$ cat src/rtl/compute_clock_sequencer_pkg.sv
// Shared types for the compute clock sequencer: FSM states, completion status codes, default drain length.
package compute_clock_sequencer_pkg;

  typedef enum logic [2:0] {
    ST_IDLE      = 3'd0,
    ST_WAIT_LOCK = 3'd1,
    ST_RUN       = 3'd2,
    ST_DRAIN     = 3'd3,
    ST_REPORT    = 3'd4
  } seq_state_t;

  localparam logic [1:0] STATUS_COMPLETE  = 2'b00;
  localparam logic [1:0] STATUS_HALTED    = 2'b01;
  localparam logic [1:0] STATUS_ABORTED   = 2'b10;
  localparam logic [1:0] STATUS_LOCK_LOST = 2'b11;

  localparam int DRAIN_CYCLES_DEFAULT = 4;

endpackage

$ cat src/rtl/compute_clock_sequencer_stats.sv
// Saturating event counter: adds one per cycle while inc is high and holds at all-ones.
// Single-cycle update latency; never backpressures its source.
module clock_stats_counter #(
  parameter int W = 32
) (
  input  logic         clock,
  input  logic         reset,
  input  logic         inc,
  output logic [W-1:0] count
);

  always_ff @(posedge clock or posedge reset) begin
    if (reset) begin
      count <= '0;
    end else if (inc && (count != {W{1'b1}})) begin
      count <= count + W'(1);
    end
  end

endmodule

$ cat src/rtl/compute_clock_sequencer.sv
// Runs the compute clock for N cycles once lock is present, stopping early on halt/abort/lock loss.
// Enable rises one cycle after accept; done_valid follows DRAIN_CYCLES after the enable drops.
// Requests are refused (req_ready low) while busy. Optional stats via COMPUTE_CLOCK_STATS_EN.
module compute_clock_sequencer
  import compute_clock_sequencer_pkg::*;
#(
  parameter int CNT_W        = 32,
  parameter int DRAIN_CYCLES = DRAIN_CYCLES_DEFAULT
) (
  input  logic             clock,
  input  logic             reset,
  input  logic             locked,
  input  logic             req_valid,
  output logic             req_ready,
  input  logic [CNT_W-1:0] req_cycles,
  input  logic             halt,
  input  logic             abort,
  output logic             compute_clock_en,
  output logic             busy,
  output logic             done_valid,
  output logic [CNT_W-1:0] done_cycles,
  output logic [1:0]       done_status
`ifdef COMPUTE_CLOCK_STATS_EN
  ,
  output logic [63:0]      stat_total_cycles,
  output logic [31:0]      stat_runs
`endif
);

  seq_state_t       state, state_next;
  logic [1:0]       status_q, status_next;
  logic [CNT_W-1:0] target_q;
  logic [CNT_W-1:0] exec_cnt;
  logic [CNT_W-1:0] exec_inc;
  logic [7:0]       drain_cnt;
  logic             accept;

  assign req_ready  = (state == ST_IDLE);
  assign busy       = (state != ST_IDLE);
  assign done_valid = (state == ST_REPORT);
  assign accept     = req_valid && req_ready;
  assign exec_inc   = exec_cnt + CNT_W'(1);

  always_comb begin
    state_next  = state;
    status_next = status_q;
    unique case (state)
      ST_IDLE: begin
        if (accept) begin
          status_next = STATUS_COMPLETE;
          if (req_cycles == '0)  state_next = ST_REPORT;
          else if (locked)       state_next = ST_RUN;
          else                   state_next = ST_WAIT_LOCK;
        end
      end
      ST_WAIT_LOCK: begin
        if (abort) begin
          state_next  = ST_REPORT;
          status_next = STATUS_ABORTED;
        end else if (locked) begin
          state_next = ST_RUN;
        end
      end
      ST_RUN: begin
        // Exit conditions see the count including this cycle, in priority order.
        if (!locked) begin
          state_next  = ST_DRAIN;
          status_next = STATUS_LOCK_LOST;
        end else if (abort) begin
          state_next  = ST_DRAIN;
          status_next = STATUS_ABORTED;
        end else if (halt) begin
          state_next  = ST_DRAIN;
          status_next = STATUS_HALTED;
        end else if (exec_inc == target_q) begin
          state_next  = ST_DRAIN;
          status_next = STATUS_COMPLETE;
        end
      end
      ST_DRAIN: begin
        if (drain_cnt == 8'(DRAIN_CYCLES - 1)) state_next = ST_REPORT;
      end
      ST_REPORT: state_next = ST_IDLE;
      default:   state_next = ST_IDLE;
    endcase
  end

  always_ff @(posedge clock or posedge reset) begin
    if (reset) begin
      state            <= ST_IDLE;
      status_q         <= STATUS_COMPLETE;
      compute_clock_en <= 1'b0;
    end else begin
      state            <= state_next;
      status_q         <= status_next;
      compute_clock_en <= (state_next == ST_RUN);
    end
  end

  always_ff @(posedge clock or posedge reset) begin
    if (reset) begin
      target_q    <= '0;
      exec_cnt    <= '0;
      drain_cnt   <= '0;
      done_cycles <= '0;
      done_status <= STATUS_COMPLETE;
    end else begin
      if (accept) begin
        target_q  <= req_cycles;
        exec_cnt  <= '0;
        drain_cnt <= '0;
      end
      if (state == ST_RUN)   exec_cnt  <= exec_inc;
      if (state == ST_DRAIN) drain_cnt <= drain_cnt + 8'd1;
      // A zero-length request reports straight from IDLE, before exec_cnt is cleared.
      if (state_next == ST_REPORT) begin
        done_cycles <= (state == ST_IDLE) ? '0 : exec_cnt;
        done_status <= status_next;
      end
    end
  end

`ifdef COMPUTE_CLOCK_STATS_EN
  clock_stats_counter #(.W(64)) u_stat_total (
    .clock (clock),
    .reset (reset),
    .inc   (compute_clock_en),
    .count (stat_total_cycles)
  );

  clock_stats_counter #(.W(32)) u_stat_runs (
    .clock (clock),
    .reset (reset),
    .inc   (done_valid),
    .count (stat_runs)
  );
`endif

endmodule
$ cat config.mk
export PLATFORM = sky130hd
export DESIGN_NAME = compute_clock_sequencer
export DESIGN_NICKNAME = d
export VERILOG_FILES = /design/src/rtl/compute_clock_sequencer_pkg.sv /design/src/rtl/compute_clock_sequencer_stats.sv /design/src/rtl/compute_clock_sequencer.sv
export SDC_FILE = /design/constraint.sdc
export NUM_CORES = 1
export LEC_CHECK = 0
export ABC_CLOCK_PERIOD_IN_PS = 3800
export CAP_MARGIN = 15
export CORE_ASPECT_RATIO = 1.1
export CORE_MARGIN = 10
export CORE_UTILIZATION = 51
export CTS_CLUSTER_DIAMETER = 200
export DETAILED_ROUTE_END_ITERATION = 6
export GPL_ROUTABILITY_DRIVEN = 1
export PLACE_DENSITY = 0.83
export SYNTH_ARGS = -nofsm -noshare
export SYNTH_HDL_FRONTEND = slang
export SYNTH_SLANG_ARGS = --single-unit
$ cat constraint.sdc
create_clock -name clock -period 3.8 [get_ports clock]
set_clock_uncertainty 0.05 [all_clocks]
set_input_delay 0.76 -clock clock [delete_from_list [all_inputs] [get_ports clock]]
set_output_delay 0.76 -clock clock [all_outputs]
set_load 0.01 [all_outputs]
==> results of run 1 <==
-- metal layers --
metal | share of wire, % | GRT usage (%) | vias up
li1 | - | - | 2657
met1 | 47 | 25.86 | 2523
met2 | 42 | 26.85 | 235
met3 | 8.4 | 4.307 | 34
met4 | 2.7 | 6.850 | 0
met5 | 0 | 0 | -
-- worst min-delay path, cell delays in order (launching register included) --
cell	delay, ps
dfrtp_1	340
nand2_1	50
o31ai_1	50
-- worst max-delay path by stage --
stage	startpoint	endpoint	slack [ps]	depth (start not counted)
after floorplan	reset	compute_clock_en$_DFF_PP0_	30	1
after global placement	exec_cnt[5]$_DFFE_PP0P_	status_q[0]$_DFF_PP0_	570	8
final	exec_cnt[5]$_DFFE_PP0P_	status_q[0]$_DFF_PP0_	410	8
after detailed placement	exec_cnt[5]$_DFFE_PP0P_	status_q[0]$_DFF_PP0_	460	8
after global routing	exec_cnt[0]$_DFFE_PP0P_	status_q[0]$_DFF_PP0_	190	9
after CTS	exec_cnt[5]$_DFFE_PP0P_	status_q[0]$_DFF_PP0_	450	8
-- state kept, by name, indices dropped and copies added (netlist names) --
register          count
compute_clock_en      1
done_cycles          32
done_status           2
drain_cnt             8
exec_cnt             32
state                 3
status_q              2
target_q             32
-- layout make-up --
| cell class | instances | share of cell area [%] |
|---|---|---|
| Clock buffer | 12 | 3.371 |
| Clock inverter | 3 | 1.232 |
| Inverter | 12 | 0.6502 |
| Multi-Input combinational cell | 568 | 41.87 |
| Sequential cell | 112 | 38.33 |
| Tap cell | 154 | 2.635 |
| Timing Repair Buffer | 91 | 11.91 |
-- kinds of logic (layout without fill, tap and decap cells) --
kind of cell	Yosys count	in the layout	synth area share, %
simple gates	362	362	26.70
fa+ha+maj	3	3	0.5671
flops	112	112	45.37
xor+xnor	44	44	6.239
buf+inv	65	118	5.327
mux	5	5	0.8102
compound gates	154	154	14.99
-- through the flow --
step	worst slack, ps	total power, µW	hold slack [ps]	instances	cell area [µm²]
2_1_floorplan	31.00	3059	399.9	745	6177
3_3_place_gp	565.7	3624	410.5	937	6975
3_5_place_dp	461.0	3680	418.9	937	6975
4_1_cts	445.5	4753	434.3	952	7312
5_1_grt	191.1	5067	449.1	952	7312
6_report	409.5	4758	427.5	952	7312
-- power groups by stage --
stage	Combinational [µW]	Sequential (µW)	Clock, µW
5_1_grt	2060	1880	1120
6_report	1850	1840	1070
2_1_floorplan	1320	1740	0
3_3_place_gp	1790	1830	0
4_1_cts	1840	1830	1080
3_5_place_dp	1830	1850	0
-- Yosys cell counts, types with 3 or more instances --
cell | n | area [µm²]
buf_6 | 10 | 112.6
o21ai_0 | 96 | 480.5
xnor2_1 | 29 | 254.0
nand2b_1 | 4 | 25.02
o41ai_1 | 3 | 26.28
inv_1 | 12 | 45.04
nor4_1 | 17 | 106.4
nor2b_1 | 5 | 31.28
nor3_1 | 8 | 40.04
and3_1 | 5 | 31.28
nand4_1 | 16 | 100.1
nor2_1 | 48 | 180.2
a21oi_1 | 11 | 55.05
nand2_1 | 205 | 769.5
o31ai_1 | 14 | 105.1
nand3_1 | 23 | 115.1
a31oi_1 | 5 | 31.28
mux2i_1 | 5 | 50.05
and2_1 | 3 | 18.77
clkbuf_1 | 38 | 142.6
dfrtp_1 | 112 | 2803
xor2_1 | 15 | 131.4
nor3b_1 | 5 | 37.54
nand4b_1 | 3 | 26.28
or2_2 | 4 | 25.02
nor4b_1 | 3 | 26.28
==> impl_metrics.yaml, run 1 <==
status:
  status: "finished clean"
worst_setup_path:
  ff2ff_path_depth: 8
  cp.arrival_ps: 3580
  worstSetupEndpointType: "register"
  cpMaxStageDelayCell: "or4_1"
  cpPeakStageDelay_ps: 720
  cp-start-kind: "register"
  critPathBufInv: 0
  cp_top_family: "simple AND/OR/NAND/NOR gates"
  path_class: "reg2reg"
  crit_chain: "nand3_1 -> or4_1 -> or2_0 -> nor2_1 -> o311ai_0 -> a2111oi_4 -> nand4b_1 -> a41o_1"
  cp.required_ps: 3990
  r2r_setup_slack_ps: 410
  crit_fanout: 10
  r2r_end: "status_q[0]$_DFF_PP0_"
  worstReg2RegStart: "exec_cnt[5]$_DFFE_PP0P_"
die:
  dieArea_um2: 16920
  start_util_pct: 51.78
  io_pins: 76
  die_w_um: 124.9
  dieHeight_um: 135.4
  coreArea_um2: 11930
  rows: 42
finish:
  multi_input_area_um2: 3062
  layout_commonest_cell: "nand2_1"
  final_nets: 834
  n_antenna_cell: 0
  utilization_pct: 61.30
  seqCellArea_um2: 2803
  mostFrequentLayoutCells: "205 x nand2_1, 112 x dfrtp_1, 96 x o21ai_0"
  drive_gt1_share_pct: 5.890
  fillCellCount: 1031
  area_growth_syn_to_layout_pct: 18.37
worst_hold_path:
  hold_class: "reg2reg"
  worstHoldStart: "done_cycles[7]$_DFFE_PP0N_"
  hold_path_end: "done_cycles[7]$_DFFE_PP0N_"
  worst_hold_path.num_cells: 2
yosys:
  synthCells: 745
  ys_seq_elements: 112
  syn-num-nets: 785
  async_flop_share_pct: 100.0
  syn_area_um2: 6177
  yosysUniqueCellTypes: 60
  ys_warn_count: 0
  avgSynthCellArea_um2: 8.292
  synth-edff-count: 0
  ys_seq_area_share_pct: 45.37
  synthFlopType: "dfrtp_1"
clocking:
  cts_tree: "yes"
  cts_inserted_buffers: 9
  clkTransAtPathRegs_ps: 70
  root_buffer: "clkbuf_16"
  clock_latency_ps: 350
  cts_resized: 0
  htreeDepth: 3
  cts-hold-fix-buffers: 0
  postCtsSetupRepairBufs: 0
  cts.sinks: 112
  clock_path_buffers: 2
routing:
  dr_total_vias: 5449
  ant_nets: 0
  routed_wl_um: 15810
  drt-initial-drc-count: 527
  wl_per_cell_um: 16.60
  dr.pass1.iters: 5
  remaining_drc_errors: 0
  via_per_inst: 5.724
global_routing:
  grt_overflow_total: 0
  grt_use_total_pct: 18.36
  grt_pass1_vias: 5246
  grt_max_degree: 69
  grt_pass1_wl_um: 26220
  antenna_found_initial: 0
power:
  p_int_uw: 2899
  p_per_area_nw_per_um2: 650.8
  power_switching_uw: 1860
  switching_share_pct: 39.08
  ir_worst_vdd_mv: 0.3431
  clkPwrFrac_pct: 22.4
  power_frac_seq_pct: 38.6
  p_comb_share_pct: 38.9
  leakage_uw: 0.003018
timing:
  finalCriticalPeriod_ps: 3390
  timing.fmax_mhz: 294.9
  worst_pin_slew_ps: 786.1
  relSlewSlack_pct: 47.11
  setup_violations: 0
  finalSetupTns_ps: 0
  hold_viol: 0
  fin_crit_sh_pct: 89.22
  slew_viol_final: 0
  rsz0062_at_grt: "false"
flow_run:
  drv_cap: 0
place:
  portBuffers: 75
  dpl.hpwl_um: 11530
  place.gp.congestion: 0.9233
(Power assumes the default switching activity.)
==> run 2, diff against run 1 <==
Settings changed: CORE_UTILIZATION 51 to 52, CTS_BUF_LIST set to sky130_fd_sc_hd__clkbuf_4 sky130_fd_sc_hd__clkbuf_8, PLACE_DENSITY 0.83 to 0.84.
==> impl_metrics.yaml, run 2 (same netlist as run 1, synthesis figures left out) <==
status:
  status: "finished clean"
finish:
  mostFrequentLayoutCells: "204 x nand2_1, 112 x dfrtp_1, 96 x o21ai_0"
  drive_gt1_share_pct: 5.786
  fillCellCount: 1011
  layout_commonest_cell: "nand2_1"
  area_growth_syn_to_layout_pct: 15.58
  final_nets: 831
  n_antenna_cell: 0
  top_regs: "done_cycles: 32 flops, exec_cnt: 32 flops, target_q: 32 flops"
  finalNonFillerCells: 945
worst_hold_path:
  worst_hold_path.num_cells: 2
  hold_class: "reg2reg"
  hold_path_end: "done_cycles[1]$_DFFE_PP0N_"
  worstHoldStart: "done_cycles[1]$_DFFE_PP0N_"
die:
  die_w_um: 123.9
  rows: 41
  io_pins: 76
  dieArea_um2: 16640
  start_util_pct: 53.52
  dieHeight_um: 134.3
  coreArea_um2: 11540
global_routing:
  grt_max_degree: 69
  grt_pass1_wl_um: 26010
  grt_pass1_vias: 5116
  antenna_found_initial: 0
  grt_overflow_total: 0
  grt_use_total_pct: 19.47
power:
  clkPwrFrac_pct: 15.4
  p_comb_share_pct: 42.1
  leakage_uw: 0.002933
  ir_worst_vdd_mv: 0.2599
  p_per_area_nw_per_um2: 612.1
  power_switching_uw: 1856
  switching_share_pct: 42.47
  p_int_uw: 2514
  power_frac_seq_pct: 42.5
worst_setup_path:
  ff2ff_path_depth: 9
  cp-start-kind: "register"
  cp.required_ps: 4020
  worstReg2RegStart: "exec_cnt[0]$_DFFE_PP0P_"
  path_class: "reg2reg"
  cp_top_family: "simple AND/OR/NAND/NOR gates"
  crit_fanout: 8
  worstSetupEndpointType: "register"
  critical_path.startpoint: "exec_cnt[0]$_DFFE_PP0P_"
  crit_chain: "ha_1 -> nand3_1 -> nor3_1 -> nand4_1 -> xnor2_1 -> a2111oi_0 -> o2111ai_1 -> nand4b_1 -> a41o_1"
  cpPeakStageDelay_ps: 620
  cpMaxStageDelayCell: "nor3_1"
  r2r_setup_slack_ps: 360
  r2r_end: "status_q[0]$_DFF_PP0_"
  critPathBufInv: 0
  cp.arrival_ps: 3660
clocking:
  clkTransAtPathRegs_ps: 100
  cts.sinks: 112
  cts_tree: "yes"
  clock_latency_ps: 380
  root_buffer: "clkbuf_8"
  htreeDepth: 3
  cts_inserted_buffers: 9
  clock_path_buffers: 2
  cts-hold-fix-buffers: 0
  postCtsSetupRepairBufs: 0
  cts_resized: 0
timing:
  relSlewSlack_pct: 33.19
  worst_pin_slew_ps: 998.7
  finalCriticalPeriod_ps: 3438
  timing.fmax_mhz: 290.9
  setup_violations: 0
  rsz0062_at_grt: "false"
  hold_viol: 0
  setup_ws_ps: 362.5
  slew_viol_final: 0
  fin_crit_sh_pct: 90.46
  finalSetupTns_ps: 0
routing:
  drt-initial-drc-count: 601
  dr_total_vias: 5485
  remaining_drc_errors: 0
  via_per_inst: 5.804
  dr.pass1.iters: 5
  ant_nets: 0
  routed_wl_um: 16140
  wl_per_cell_um: 17.08
place:
  dpl.hpwl_um: 12010
  place_ws_ps: 443.8
  place.gp.congestion: 0.9696
  portBuffers: 75
  dp_cells: 930
flow_run:
  drv_cap: 0
-- run 2: changes by cell type in the layout (fill, tap and decap cells not counted) --
| cell | before | now |
|---|---|---|
| clkbuf_8 | 1 | 11 |
| clkbuf_16 | 9 | 0 |
| buf_4 | 16 | 12 |
| bufinv_16 | 3 | 0 |
| clkbuf_1 | 2 | 0 |
| clkbuf_4 | 0 | 2 |
| clkinvlp_4 | 0 | 2 |
| buf_12 | 0 | 1 |
| nand2_1 | 205 | 204 |
| nand2_2 | 0 | 1 |
| nor3_1 | 7 | 8 |
| nor3_2 | 1 | 0 |
-- run 2: per-layer routing --
metal | GRT usage, % | vias to the layer above | share of wire (%)
li1 | - | 2664 | -
met1 | 28.04 | 2590 | 47
met2 | 28.31 | 204 | 43
met3 | 3.065 | 27 | 7.3
met4 | 7.939 | 0 | 2.1
met5 | 0 | - | 0
-- run 2: worst max path at each step --
stage / to / slack (ps) / depth (start not counted)
floorplan: compute_clock_en$_DFF_PP0_ / 30 / 1
global placement: status_q[0]$_DFF_PP0_ / 540 / 11
detailed placement: status_q[0]$_DFF_PP0_ / 440 / 11
CTS: status_q[0]$_DFF_PP0_ / 390 / 11
global route: status_q[0]$_DFF_PP0_ / 150 / 11
finish: status_q[0]$_DFF_PP0_ / 360 / 9
-- run 2: final cells by class --
cell class	count	area [µm²]	share of cell area (%)
Clock inverter	2	15.01	0.2103
Timing Repair Buffer	88	860.8	12.06
Inverter	12	47.55	0.6660
Clock buffer	13	166.4	2.331
Sequential cell	112	2803	39.26
Tap cell	150	187.7	2.629
Multi-Input combinational cell	568	3059	42.85
-- run 2: power by group through the flow --
stage	combinational, µW	sequential, µW	clock [µW]
after CTS	1840	1850	684
final	1840	1860	673
after floorplan	1320	1740	0
after global placement	1780	1850	0
after detailed placement	1830	1870	0
after global routing	2040	1900	729
-- run 2: tightest hold or removal path, cell delays in order, from the launching register on --
cell     delay [ps]
dfrtp_1         350
nand2_1          50
o21ai_0          60
-- run 2: metrics by stage --
| step | hold WS (ps) | power [µW] | utilization [%] | cell area (µm²) |
|---|---|---|---|---|
| after floorplan | 399.9 | 3059 | - | 6177 |
| after global placement | 411.6 | 3630 | 60.28 | 6958 |
| after detailed placement | 420.6 | 3704 | 60.28 | 6958 |
| after CTS | 443.5 | 4374 | 61.85 | 7139 |
| after global routing | 460.4 | 4674 | 61.85 | 7139 |
| final | 436.8 | 4370 | 61.85 | 7139 |
